$ cat src/rtl/operand_bank.sv
// Operand capture bank: NCH channels of WIDTH-bit operands. Once every channel is
// loaded the set freezes until it is consumed. Reports rejected loads and a fill count.

module operand_bank_lane #(
  parameter int WIDTH = 8
) (
  input  logic             clk,
  input  logic             rst,
  input  logic             ld,
  input  logic [WIDTH-1:0] din,
  output logic [WIDTH-1:0] dout
);
  logic [WIDTH-1:0] data_d, data_q;

  always_comb begin
    data_d = data_q;
    if (ld) data_d = din;
  end

  always_ff @(posedge clk or posedge rst)
    if (rst) data_q <= '0;
    else     data_q <= data_d;

  assign dout = data_q;
endmodule

module operand_bank #(
  parameter int WIDTH = 8,
  parameter int NCH   = 2
) (
  input  logic                       clk,
  input  logic                       rst,
  input  logic [NCH-1:0]             ld_en,
  input  logic [NCH*WIDTH-1:0]       ld_data,
  input  logic                       consume,
  input  logic                       clr,
  output logic [NCH*WIDTH-1:0]       data_out,
  output logic [NCH-1:0]             valid,
  output logic [$clog2(NCH+1)-1:0]   fill,
  output logic                       ready,
  output logic                       drop
);
  localparam int CW = $clog2(NCH+1);

  typedef enum logic {COLLECT = 1'b0, READY = 1'b1} state_t;

  state_t          state_d, state_q;
  logic [NCH-1:0]  valid_d, valid_q;
  logic [NCH-1:0]  accept;
  logic [CW-1:0]   fill_d, fill_q;
  logic            ready_d, ready_q;
  logic            drop_d, drop_q;

  always_comb begin
    accept  = '0;
    valid_d = valid_q;
    drop_d  = 1'b0;
    if (clr) begin
      // Flags flush; captured data is left in place.
      valid_d = '0;
      drop_d  = |ld_en;
    end else if (state_q == READY) begin
      if (consume) begin
        // Same-cycle loads seed the next set instead of being dropped.
        accept  = ld_en;
        valid_d = ld_en;
      end else begin
        drop_d  = |ld_en;
      end
    end else begin
      accept  = ld_en;
      valid_d = valid_q | ld_en;
    end
    state_d = (!clr && (&valid_d)) ? READY : COLLECT;
    ready_d = (state_d == READY);
    fill_d  = '0;
    for (int i = 0; i < NCH; i++) fill_d = fill_d + CW'(valid_d[i]);
  end

  always_ff @(posedge clk or posedge rst) begin
    if (rst) begin
      state_q <= COLLECT;
      valid_q <= '0;
      fill_q  <= '0;
      ready_q <= 1'b0;
      drop_q  <= 1'b0;
    end else begin
      state_q <= state_d;
      valid_q <= valid_d;
      fill_q  <= fill_d;
      ready_q <= ready_d;
      drop_q  <= drop_d;
    end
  end

  for (genvar g = 0; g < NCH; g++) begin : g_lane
    operand_bank_lane #(.WIDTH(WIDTH)) u_lane (
      .clk  (clk),
      .rst  (rst),
      .ld   (accept[g]),
      .din  (ld_data[g*WIDTH +: WIDTH]),
      .dout (data_out[g*WIDTH +: WIDTH])
    );
  end

  assign valid = valid_q;
  assign fill  = fill_q;
  assign ready = ready_q;
  assign drop  = drop_q;
endmodule

$ cat config.mk
export PLATFORM = sky130hd
export DESIGN_NAME = operand_bank
export DESIGN_NICKNAME = d
export VERILOG_FILES = /design/src/rtl/operand_bank.sv
export SDC_FILE = /design/constraint.sdc
export NUM_CORES = 1
export LEC_CHECK = 0
export BUFFER_PORTS_ARGS = -buffer_cell sky130_fd_sc_hd__clkbuf_2
export CAP_MARGIN = 20
export CORE_ASPECT_RATIO = 1.75
export CORE_MARGIN = 2
export CORE_UTILIZATION = 40
export CTS_CLUSTER_SIZE = 14
export DETAILED_ROUTE_END_ITERATION = 6
export PLACE_DENSITY = 0.71
export SETUP_SLACK_MARGIN = 0.02
export SLEW_MARGIN = 20
export SYNTH_ARGS = -nofsm -noshare
export SYNTH_HDL_FRONTEND = slang
export SYNTH_HIERARCHICAL = 1
export SYNTH_SLANG_ARGS = --single-unit
export TNS_END_PERCENT = 50
$ cat constraint.sdc
create_clock -name clk -period 1.65 [get_ports clk]
set_clock_uncertainty 0.1 [all_clocks]
set_input_delay 0.165 -clock clk [delete_from_list [all_inputs] [get_ports clk]]
set_output_delay 0.165 -clock clk [all_outputs]
set_load 0.02 [all_outputs]
# == Yosys cells after proc, flatten, opt, wreduce, memory -nomap -nowiden ==
# Index checks and enable logic that the tools add are counted.
# classes
n_reduce_logical,4
n_bitwise,1
shifts,0
n_lt_le_gt_ge,0
multipliers,0
div,0
n_addsub,1
n_eq_ne,0
mux,10
# ops
cell,n
$mux W2,6
$mux W1,4
$add A1 B1 Y2,1
$or A2 B2 Y2,1
$reduce_and A2 Y1,1
$reduce_or A2 Y1,1
$logic_and A1 B1 Y1,1
$logic_not A1 Y1,1
# totals
output_inout_bits,22
in_bits,22
latchBits,0
n_memories,0
romBits,0
reg_bits,22
ramBits,0
elab_cells,22

# == Depth between registers and ports, before layout ==
# logic_depth
depth_word,6
ltp_mapped,4

# == Cells and area by module ==
# Netlist, hierarchy kept.
# modules_own_cells
module,area_each_um2,instances,cells_per_inst,seq_area_each_um2
operand_bank_lane,335.3,2,18,200.2
operand_bank,245.2,1,19,150.1

# == Worst setup path after synthesis ==
# OpenSTA, ideal clock, no wires.
# synth_timing
kind,reg2reg
startpoint,"register, netlist name ready"
endpoint,register g_lane[0].u_lane.data_q[0]
slack_ns,0.102
path_stages_with_launch,5
t_required_ns,1.425
arrival_ns,1.323
setup_ns,0.125
n_path_buf,1
path_cell_list,dfrtp_1 nor2b_1 nor3b_1 buf_6 mux2_4
# synth_lines
element,line_no,rtl
end signal: assignment,22,else data_q <= data_d;
end: declaration,13,"logic [WIDTH-1:0] data_d, data_q;"

==> impl_metrics.json <==
{
  "tritoncts.num_buffers": 3,
  "reg2reg_slack_ps": 150,
  "yosysWarnings": 6,
  "total_leakage_power_nw": 0.6669,
  "pin_count_of_the_biggest_net_entering_global_routing": 13,
  "powerDensity_mw_per_mm2": 1104,
  "drt_iter0_markers": 8,
  "detailed_place.area_mm2": 0.001165,
  "end_kind": "register",
  "tritoncts_num_sinks": 22,
  "port_buffers": 43,
  "synthesis.area_per_instance_um2": 16.65,
  "min_delay_path_class": "input pin to register",
  "grt_usage_pct": 13.76,
  "multi_input_area_um2": 341.6,
  "worstRegToRegCells": 4,
  "first_global_vias": 591,
  "yosys-top-cells-area": "sky130_fd_sc_hd__dfrtp_1 60%, sky130_fd_sc_hd__mux2_4 26%, sky130_fd_sc_hd__buf_6 2.5%",
  "crit_path_cell_trace": "nor2b_1 -> nor3b_2 -> buf_4 -> mux2_4",
  "clock_power_share_pct": 27.1,
  "p_int_uw": 986.4,
  "die_y_um": 67.30,
  "yosysTopAreaCellShare_pct": 60.11,
  "timing_worst_slew_pin_value_ps": 372.3,
  "fraction_of_registers_with_async_set_reset_pct": 100.0,
  "postRouteWirelength_um": 1727,
  "ratio_of_final_minimum_period_to_clock_period_pct": 90.89,
  "total_drc_errors_in_the_routed_layout": 0,
  "diodes": 0,
  "layout-drive-gt1-share_pct": 65.05,
  "worstPathBufferInverterCount": 1,
  "cts_buffer_depth": 2,
  "power_frac_seq_pct": 47.8,
  "fp.dieArea_mm2": 0.002703,
  "startpoint_of_the_most_critical_register_to_register_path": "ready",
  "synth.distinct_cells": 11,
  "antenna_violations_before_repair": 0,
  "critPathLaunchType": "register",
  "netlist.top_cell.by_area": "sky130_fd_sc_hd__dfrtp_1",
  "drv_slew": 0,
  "ctsRootBufferMaster": "sky130_fd_sc_hd__clkbuf_8",
  "final-seq-area_um2": 550.5,
  "detail_route.wl_per_cell_um": 13.49,
  "synthTopCellsByCount": "22 x sky130_fd_sc_hd__dfrtp_1, 16 x sky130_fd_sc_hd__mux2_4, 3 x sky130_fd_sc_hd__inv_1",
  "r2r-end": "g_lane[1].u_lane/dout[5]",
  "worstHoldStart": "ld_data[7]",
  "syn_inst": 55,
  "worst_path_dominant_cell_family": "flip-flops",
  "postLayoutCoreUtil_pct": 55.51,
  "worst_skew_late_latency_ps": 250,
  "ys_seq_area_share_pct": 60.11,
  "run_status": "completed",
  "place_congestion": 0.7029,
  "ir_worst_vdd_uv": 748.7,
  "area.growth.synth_to_final_pct": 34.29,
  "synth.ff_latch_count": 22,
  "num_io_pins": 44,
  "dieWidth_um": 40.17,
  "placement_rows": 23,
  "dp_hpwl_um": 1407,
  "combPwrFrac_pct": 25.1,
  "rsz0062_at_grt": "false",
  "timing.final.crit_period_ps": 1500,
  "setup_cp_type": "register to register",
  "end_point_of_the_worst_hold_path": "g_lane[0].u_lane/dout[7]",
  "drt_pass1_iterations": 2,
  "grt_overflow": 0,
  "route.detailed.vias_per_inst": 4.586,
  "synthesis.area_um2": 915.9,
  "cts.reportedPaths.clkPinSlew_ps": 80,
  "final_hold_viol_count": 0,
  "yosys_most_used_dff": "sky130_fd_sc_hd__dfrtp_1",
  "core_region_area_mm2": 0.002216,
  "setup_tns_ps": 0,
  "num_vias": 587,
  "setup-violations-final": 0,
  "layout.filler_cells": 191,
  "initial_utilization_pct": 41.33,
  "total_switching_power_uw": 371.9,
  "cp.arrival_ps": 1530,
  "grt_first_pass_wirelength_um": 2580,
  "tritoncts": "built",
  "crit_fanout": 8,
  "synth_fp_nets": 78,
  "timing.max_cap.violations": 0,
  "cts-htree-levels": 1,
  "min_delay_path_depth": 2,
  "final_area_mm2": 0.001230,
  "switching_share_pct": 27.38,
  "critPathRequiredTime_ps": 1680,
  "synth-edff-count": 0,
  "cts_post_setup_buffers_inserted": 0,
  "cp_slowest_cell": "sky130_fd_sc_hd__dfrtp_1",
  "synth.most_common_cell": "sky130_fd_sc_hd__dfrtp_1",
  "finish.net_count": 127,
  "max_freq_ghz": 0.6668,
  "cp_slowest_stage_delay_ps": 410,
  "worst_relative_slew_slack_pct": 75.03,
  "drtAntennaViolNets": 0
}
[cell usage in the layout (no fill, tap or decap), drive strengths merged]
master and n:
inv 3, a211oi 2, mux2 16, clkbuf 47, dlygate4sd3 1, nor2b 2
dfrtp 22, ha 1, nor2 2, mux2i 2, nor3b 2, o22a 1
buf 2
[cell families (layout without fill, tap and decap cells)]
kind of cell | count (synthesis) | count (layout) | share of synthesized area [%]
compound gates | 3 | 3 | 2.595
fa+ha+maj | 1 | 1 | 1.366
buf+inv | 5 | 53 | 3.688
flops | 22 | 22 | 60.11
mux | 18 | 18 | 28.42
simple gates | 6 | 6 | 3.825
[stage by stage]
stage          hold slack (ps)  worst slack [ps]  instances  total power, mW
4_1_cts                  38.00             149.4        128            1.377
5_1_grt                  39.65             89.70        128            1.421
3_5_place_dp            -9.070             162.7        123            1.004
6_report                 38.53             150.4        128            1.358
3_3_place_gp             7.696             188.8        123           0.9934
2_1_floorplan           -144.0             102.0         55           0.8775
[flip-flops by register name, summed over array words and instances, names as in the netlist]
register            count
drop                    1
ready                   1
g_lane.u_lane/dout     16
fill                    2
valid                   2
[how the worst max path moves through the flow]
stage	from	slack, ps	cells after the start	endpoint
after floorplan	ready	100	4	g_lane[0].u_lane/dout[0]
after global placement	ready	190	4	g_lane[1].u_lane/dout[0]
after detailed placement	ready	160	4	g_lane[1].u_lane/dout[5]
after CTS	ready	150	4	g_lane[1].u_lane/dout[5]
after global routing	ready	90	4	g_lane[1].u_lane/dout[5]
final	ready	150	4	g_lane[1].u_lane/dout[5]
[per-layer routing]
metal | track usage (%) | vias to the layer above | wire length, um
met4 | 3.750 | 0 | 0
met5 | 0 | - | 0
met2 | 21.77 | 22 | 921
li1 | - | 285 | -
met3 | 3.289 | 0 | 107
met1 | 18.44 | 280 | 698
[area by class of cell]
class / instances / share of cell area [%]
Sequential cell: 22 / 44.76
Tap cell: 25 / 2.543
Timing Repair Buffer: 46 / 19.53
Clock buffer: 4 / 4.476
Inverter: 3 / 0.9156
Multi-Input combinational cell: 28 / 27.77
[power groups by stage]
stage / Combinational [mW] / Clock, mW / Sequential (mW)
CTS: 0.346 / 0.379 / 0.652
global route: 0.366 / 0.397 / 0.658
floorplan: 0.131 / 0 / 0.747
global placement: 0.335 / 0 / 0.658
finish: 0.340 / 0.368 / 0.650
detailed placement: 0.343 / 0 / 0.661
[repair_timing]
action,4_1_cts,5_1_grt
gates resized for setup,0,0
endpoints found under the hold margin,22,0
hold buffers,1,0
No activity file was read; power rests on OpenSTA's default activity.
